--- src/rtl/serial_pattern_tx.sv ---
// serial_pattern_tx: parallel-to-serial pattern transmitter.
// A word accepted on start/ready is shifted out MSB-first on out, qualified
// by out_valid, repeated (repeats + 1) times with GAP idle cycles between
// frames; done pulses in the cycle after the final bit.
// Optional feature: define SERIAL_PATTERN_TX_PARITY_EN to append an
// even-parity bit after each frame.
// The repeat-count input is named repeats because repeat is a keyword.
// Handshake: start is taken at a rising edge only while ready=1; data and
// repeats are sampled on that same edge and ignored at all other times.
module serial_pattern_tx #(
  parameter int WIDTH = 8,
  parameter int GAP   = 2,
  parameter int RPT_W = 4
) (
  input  logic             clk,
  input  logic             reset,
  input  logic             start,
  input  logic [WIDTH-1:0] data,
  input  logic [RPT_W-1:0] repeats,
  output logic             ready,
  output logic             out,
  output logic             out_valid,
  output logic             done
);

  localparam int BW = (WIDTH > 1) ? $clog2(WIDTH) : 1;
  localparam int GW = (GAP > 1) ? $clog2(GAP) : 1;
  localparam logic [BW-1:0] BIT_LAST = BW'(WIDTH - 1);
  localparam logic [GW-1:0] GAP_LAST = GW'((GAP > 0) ? GAP - 1 : 0);

`ifdef SERIAL_PATTERN_TX_PARITY_EN
  typedef enum logic [1:0] {S_IDLE = 2'd0, S_SHIFT = 2'd1, S_GAP = 2'd2, S_PAR = 2'd3} state_t;
`else
  typedef enum logic [1:0] {S_IDLE = 2'd0, S_SHIFT = 2'd1, S_GAP = 2'd2} state_t;
`endif

  state_t             state, state_n;
  logic [WIDTH-1:0]   shreg, shreg_n;
  logic [WIDTH-1:0]   word, word_n;
  logic [RPT_W-1:0]   rpt_cnt, rpt_n;
  logic [BW-1:0]      bit_cnt, bit_n;
  logic [GW-1:0]      gap_cnt, gap_n;
  logic               frame_end;
  logic               out_n, valid_n, ready_n, done_n;

  // Next-state, datapath and output decode; outputs are computed from the
  // next state so that the registered outputs line up with the state.
  always_comb begin
    state_n   = state;
    shreg_n   = shreg;
    word_n    = word;
    rpt_n     = rpt_cnt;
    bit_n     = bit_cnt;
    gap_n     = gap_cnt;
    frame_end = 1'b0;

    case (state)
      S_IDLE: begin
        if (start) begin
          shreg_n = data;
          word_n  = data;
          rpt_n   = repeats;
          bit_n   = '0;
          gap_n   = '0;
          state_n = S_SHIFT;
        end
      end
      S_SHIFT: begin
        if (bit_cnt == BIT_LAST) begin
`ifdef SERIAL_PATTERN_TX_PARITY_EN
          state_n = S_PAR;
`else
          frame_end = 1'b1;
`endif
        end else begin
          shreg_n = shreg << 1;
          bit_n   = bit_cnt + 1'b1;
        end
      end
`ifdef SERIAL_PATTERN_TX_PARITY_EN
      S_PAR: begin
        frame_end = 1'b1;
      end
`endif
      S_GAP: begin
        if (gap_cnt == GAP_LAST) begin
          gap_n   = '0;
          state_n = S_SHIFT;
        end else begin
          gap_n = gap_cnt + 1'b1;
        end
      end
      default: state_n = S_IDLE;
    endcase

    // Repeated frames restart from the latched word, not the shifted copy.
    if (frame_end) begin
      if (rpt_cnt != '0) begin
        rpt_n   = rpt_cnt - 1'b1;
        shreg_n = word;
        bit_n   = '0;
        gap_n   = '0;
        if (GAP > 0) state_n = S_GAP;
        else         state_n = S_SHIFT;
      end else begin
        state_n = S_IDLE;
      end
    end

    out_n   = 1'b0;
    valid_n = 1'b0;
    if (state_n == S_SHIFT) begin
      out_n   = shreg_n[WIDTH-1];
      valid_n = 1'b1;
    end
`ifdef SERIAL_PATTERN_TX_PARITY_EN
    if (state_n == S_PAR) begin
      out_n   = ^word_n;
      valid_n = 1'b1;
    end
`endif
    ready_n = (state_n == S_IDLE);
    done_n  = frame_end && (rpt_cnt == '0);
  end

  // State, datapath and output registers with synchronous reset.
  always_ff @(posedge clk) begin
    if (reset) begin
      state     <= S_IDLE;
      shreg     <= '0;
      word      <= '0;
      rpt_cnt   <= '0;
      bit_cnt   <= '0;
      gap_cnt   <= '0;
      out       <= 1'b0;
      out_valid <= 1'b0;
      ready     <= 1'b1;
      done      <= 1'b0;
    end else begin
      state     <= state_n;
      shreg     <= shreg_n;
      word      <= word_n;
      rpt_cnt   <= rpt_n;
      bit_cnt   <= bit_n;
      gap_cnt   <= gap_n;
      out       <= out_n;
      out_valid <= valid_n;
      ready     <= ready_n;
      done      <= done_n;
    end
  end

endmodule

--- config.mk ---
export PLATFORM = sky130hd
export DESIGN_NAME = serial_pattern_tx
export DESIGN_NICKNAME = d
export VERILOG_FILES = /design/src/rtl/serial_pattern_tx.sv
export SDC_FILE = /design/constraint.sdc
export NUM_CORES = 1
export LEC_CHECK = 0
export ABC_AREA = 1
export ABC_CLOCK_PERIOD_IN_PS = 1800
export BUFFER_PORTS_ARGS = -buffer_cell sky130_fd_sc_hd__buf_2
export CAP_MARGIN = 20
export CELL_PAD_IN_SITES_DETAIL_PLACEMENT = 1
export CELL_PAD_IN_SITES_GLOBAL_PLACEMENT = 2
export CORE_UTILIZATION = 31
export CTS_CLUSTER_DIAMETER = 30
export CTS_CLUSTER_SIZE = 24
export DETAILED_ROUTE_END_ITERATION = 10
export PLACE_DENSITY_LB_ADDON = 0.2
export SLEW_MARGIN = 10
export SYNTH_ARGS = -nofsm -noshare
export SYNTH_HDL_FRONTEND = slang
export SYNTH_SLANG_ARGS = --single-unit
--- constraint.sdc ---
create_clock -name clk -period 1.8 [get_ports clk]
set_input_delay 0.27 -clock clk [delete_from_list [all_inputs] [get_ports clk]]
set_output_delay 0.27 -clock clk [all_outputs]
set_load 0.01 [all_outputs]
==> Word level (Yosys, flattened, before mapping) <==
Index checks and enable logic that the tools add are counted.
{ "totals": {"input_bits": 15, "ff_bits": 30, "word_cells": 52, "output_inout_bits": 4} }
{ "op_classes": {"n_eq_ne": 4, "muxes": 27, "reduce_logical": 7, "n_addsub": 3, "bitwise": 1} }
{ "op_table": {"columns": ["operator", "n"], "rows": [
  ["8-bit 2-to-1 mux", 4],
  ["4-bit 2-to-1 mux", 4],
  ["8-bit case mux with 2 select lines", 1],
  ["3-bit 2-to-1 mux", 4],
  ["2-bit 2-to-1 mux", 4],
  ["1-bit 2-to-1 mux", 7],
  ["2-bit case mux with 3 select lines", 1],
  ["3-bit case mux with 2 select lines", 1],
  ["2-bit by 1-bit equality test with 1-bit output (second input constant)", 2],
  ["2-bit logical NOT", 2],
  ["4-bit logical NOT", 1],
  ["4-bit nonzero test", 1],
  ["4-bit by 1-bit subtractor with 4-bit output (second input constant)", 1],
  ["3-bit by 1-bit adder with 3-bit output (second input constant)", 1],
  ["3-bit equality test (second input constant)", 1],
  ["2-bit equality test (second input constant)", 1],
  ["1-bit case mux with 2 select lines", 1],
  ["2-bit AND reduction", 1],
  ["2-bit OR reduction", 1],
  ["1-bit adder (second input constant)", 1],
  ["1-bit logical AND", 1],
  ["1-bit NOT", 1]
]} }

==> Depth between registers and ports, before layout <==
{ "logic_depth": {"word_depth": 7, "mapped_depth": 9, "mapped_depth_nobuf": 9} }

==> Least setup slack after synthesis <==
OpenSTA, ideal clock, no wires.
{ "synth_timing": {"kind": "register to register", "startpoint": "register bit_cnt[0]", "endpoint": "register bit_cnt[2]", "required_ns": 1.730, "synth_period_minus_slack_ns": 1.327, "slack_ns": 0.473, "arrival_ns": 1.257, "stages_incl_launch_ff": 10, "cell_sequence": "dfxtp_1 ha_1 nand2_1 inv_1 nand3_1 buf_2 nand2_2 inv_1 nand2_1 a21oi_1"} }
{ "synth_between": {"elab_chain_cells": 5, "elab_cells_between_ends": 8} }
{ "synth_lines": {"columns": ["item", "line", "text"], "rows": [
  ["from (decl)", "41", "logic [BW-1:0] bit_cnt, bit_n;"],
  ["from (signal assigned)", "144", "bit_cnt <= bit_n;"],
  ["3-bit by 1-bit adder with 3-bit output / 3-bit equality test (equally long branches)", "77, 69", null],
  ["3-bit 2-to-1 mux", "69", "if (bit_cnt == BIT_LAST) begin"],
  ["3-bit case mux with 2 select lines", "57", "case (state)"],
  ["3-bit 2-to-1 mux", "98", "if (rpt_cnt != '0) begin"],
  ["3-bit 2-to-1 mux *", "97", "if (frame_end) begin"]
]} }
Every way passes the cells marked *; elsewhere a longest branch is shown, timed or not.
A chain may end at the register's enable or synchronous reset.

==> Worst setup path in the final report <==
{ "layout_timing": {"startpoint": "register bit_cnt[0]", "endpoint": "register gap_cnt"} }
{ "layout_between": {"elab_chain_cells": 4} }
{ "layout_lines": {"columns": ["item", "line", "text"], "rows": [
  ["3-bit equality test", "69", null],
  ["1-bit 2-to-1 mux", "69", null],
  ["1-bit 2-to-1 mux", "57", null],
  ["1-bit 2-to-1 mux", "97", null],
  ["to (signal assigned)", "145", "gap_cnt <= gap_n;"],
  ["to (decl)", "42", "logic [GW-1:0] gap_cnt, gap_n;"]
]} }
No other way between the ends.

==> flow_metrics.py <==
metrics = {
    "logic_synthesis": {
        "netlist_instances": 193,
        "ys_warn_count": 0,
        "synth_top_cell_by_area": "dfxtp_1",
        "netlist.area_leader.share_pct": 44.6,
        "synth_area_leaders": "dfxtp_1, nand2_1, o21ai_0",
        "synth_area_mm2": 0.00135,
        "synth_flop_cell": "dfxtp_1",
        "synth_edf_count": 0,
        "avgSynthCellArea_um2": 6.98,
        "yosysUniqueCellTypes": 23,
        "synth_commonest_cells": "nand2_1, dfxtp_1, nor2_1",
        "ys_seq_elements": 30,
        "async_reset_ff_share_pct": 0,
        "post-synth-top-count-cell": "nand2_1",
        "synth-seq-area-share_pct": 44.6,
        "synth_nets": 210,
    },
    "cts": {
        "clock_path_buffers": 2,
        "cts_sinks": 30,
        "tritoncts": "yes",
        "cts_buffers": 5,
        "htree_levels": 2,
        "post_cts_buffers": 0,
        "insertion_delay_ps": 280,
        "clk_pin_slew_ps": 70,
        "root_buffer": "clkbuf_8",
        "ctsHoldBuffers": 0,
        "cts_resized": 0,
    },
    "layout": {
        "n_antenna_cell": 0,
        "area_growth_pct": 19.0,
        "multi_input_area_um2": 641,
        "regArea_um2": 601,
        "fillerInstances": 558,
        "fin_cells": 268,
        "final_nets": 234,
        "layout-drive-gt1-share_pct": 17.9,
    },
    "floorplanning": {
        "fp.coreArea_mm2": 0.00409,
        "ios": 19,
        "rows": 23,
        "fp.dieW_um": 67.9,
        "dieArea_mm2": 0.00461,
        "start_util_pct": 32.9,
        "fp.dieH_um": 67.9,
    },
    "route": {
        "drt-total-wl_um": 3640,
        "drtAntennaViolNets": 0,
        "drt-vias-per-instance": 4.80,
        "wire_per_inst_um": 13.6,
        "vias": 1286,
        "drc": 0,
        "firstDrtPassIters": 4,
        "drt_iter0_drc": 68,
    },
    "power": {
        "power_uw": 1490,
        "power.switching_uw": 399,
        "pwr-share-seq_pct": 48.9,
        "p_clk_share_pct": 37.5,
        "netSwitchingFraction_pct": 26.8,
        "powerDensity_mw_per_mm2": 929,
        "ir_worst_vdd_v": 0.000438,
        "internal_power_uw": 1090,
        "combPwrFrac_pct": 13.6,
        "p_leak_uw": 0.000721,
    },
    "setup_path": {
        "worstPathArrival_ps": 1740,
        "cp.required_ps": 2010,
        "worstSetupStartpointType": "flip-flop",
        "worstSetupPathType": "reg2reg",
        "r2r_start": "bit_cnt[0]$_SDFF_PP0_",
        "worst-path-max-fanout": 8,
        "r2r_slack_ps": 270,
        "r2r.worst_path.cells": 9,
        "r2r-end": "gap_cnt$_SDFF_PP0_",
        "end_kind": "flip-flop",
    },
    "worst_hold_path": {
        "min_to": "word[3]$_SDFFE_PP0P_",
        "hp-start": "data[3]",
        "holdPathStages": 3,
        "hp-class": "in2reg",
    },
    "timing": {
        "setup_tns_ps": 0,
        "finalCriticalPeriod_ps": 1530,
        "rsz0062_at_grt": "no",
        "fin_crit_sh_pct": 84.8,
        "hold_violations": 0,
        "setup_ws_ps": 273,
        "finalSetupViolations": 0,
        "slew_viol_final": 0,
        "max_freq_ghz": 0.655,
        "tightest_slew_ps": 360,
        "clock-skew-final_ps": 7.66,
        "relSlewSlack_pct": 76.0,
    },
    "placed_design": {
        "dp_slack_ps": 281,
        "place_inst": 260,
        "portBuffers": 18,
        "routabilityCongestion": 0.763,
        "post-dp-hpwl_um": 2660,
    },
    "global_routing": {
        "antenna_found_initial": 0,
        "grtUsageTotal_pct": 18.8,
        "grt_max_degree": 16,
        "overflow": 0,
        "grt_pass1_wl_um": 6130,
        "grt_pass1_vias": 1337,
    },
    "status": {
        "status": "complete, no violations",
    },
    "run": {
        "cap_violations": 0,
    },
}
## cells by family (layout without fill, tap and decap cells)
kind of cell | after synthesis | in the layout | share of synthesized area (%)
DFF | 30 | 30 | 44.6
and+or+nand+nor | 92 | 92 | 28.6
xor gates and xnor gates | 2 | 2 | 1.30
buffers and inverters | 27 | 52 | 7.81
adders and majority gates | 2 | 2 | 1.86
AOI/OAI and AO/OA | 40 | 40 | 15.8
## power groups by stage
| stage | registers, uW | clock network [uW] | logic, uW |
|---|---|---|---|
| 3_5_place_dp | 742 | 0 | 207 |
| 6_report | 728 | 558 | 203 |
| 2_1_floorplan | 739 | 0 | 136 |
| 5_1_grt | 732 | 612 | 239 |
| 3_3_place_gp | 741 | 0 | 201 |
| 4_1_cts | 728 | 584 | 209 |
## stage by stage
step	cell area [um^2]	utilization [%]	hold slack, ps
global placement	1510	37.0	452
finish	1600	39.2	266
floorplan	1350	-	428
detailed placement	1510	37.0	458
CTS	1600	39.2	255
global route	1600	39.2	260
## worst max-delay path by stage
stage	start	end	slack, ps
3_5_place_dp	bit_cnt[0]$_SDFF_PP0_	gap_cnt$_SDFF_PP0_	280
2_1_floorplan	bit_cnt[0]$_SDFF_PP0_	bit_cnt[2]$_SDFF_PP0_	470
4_1_cts	bit_cnt[0]$_SDFF_PP0_	gap_cnt$_SDFF_PP0_	270
3_3_place_gp	bit_cnt[0]$_SDFF_PP0_	rpt_cnt[1]$_SDFF_PP0_	360
5_1_grt	bit_cnt[0]$_SDFF_PP0_	bit_cnt[2]$_SDFF_PP0_	130
6_report	bit_cnt[0]$_SDFF_PP0_	gap_cnt$_SDFF_PP0_	270
## registers in the layout, indices dropped and copies added, names as in the netlist
register,flops
shreg,8
word,8
rpt_cnt,4
bit_cnt,3
state,2
done,1
gap_cnt,1
out,1
out_valid,1
ready,1
## cell usage in the layout, fill, tap and decap left out
cell / synthesis / final
nand3_1: 7 / 7
a31oi_1: 1 / 1
a211oi_1: 1 / 1
buf_4: 0 / 5
o31ai_1: 1 / 1
ha_1: 2 / 2
nand2_2: 5 / 5
nor3_1: 1 / 1
xor2_1: 2 / 2
buf_2: 3 / 18
nor2_1: 27 / 27
o211ai_1: 1 / 1
inv_1: 20 / 20
inv_2: 1 / 1
clkbuf_8: 0 / 6
o21ai_0: 21 / 21
clkbuf_1: 3 / 1
nor2_2: 1 / 1
dfxtp_1: 30 / 30
a21oi_2: 1 / 1
nand2_1: 47 / 47
nand4_1: 2 / 2
or2_1: 1 / 1
nor2_4: 1 / 1
clkinv_2: 0 / 1
a21oi_1: 14 / 14
## area by class of cell
cell class	instances	area share [%]
multi-input cells	136	40.0
clock inverters	1	0.312
clock buffers	7	5.39
inverters	21	4.92
repair buffers	23	7.97
well taps	50	3.91
flip-flops and latches	30	37.5
## worst max-delay path: stages (launching register included)
cell     delay [ps]
dfxtp_1         330
ha_1            220
nand2_1         140
inv_1           100
nand3_1         120
buf_4           170
nand2_2          70
inv_1            90
nand2_1          70
a21oi_1         130
## metal layers
metal	up-vias	wire [um]	track usage (%)
met5	-	0	0
met4	0	61	9.64
met3	6	119	5.83
met2	20	1780	32.5
li1	663	-	-
met1	597	1670	20.5
Power figures use the tool's default switching activity.
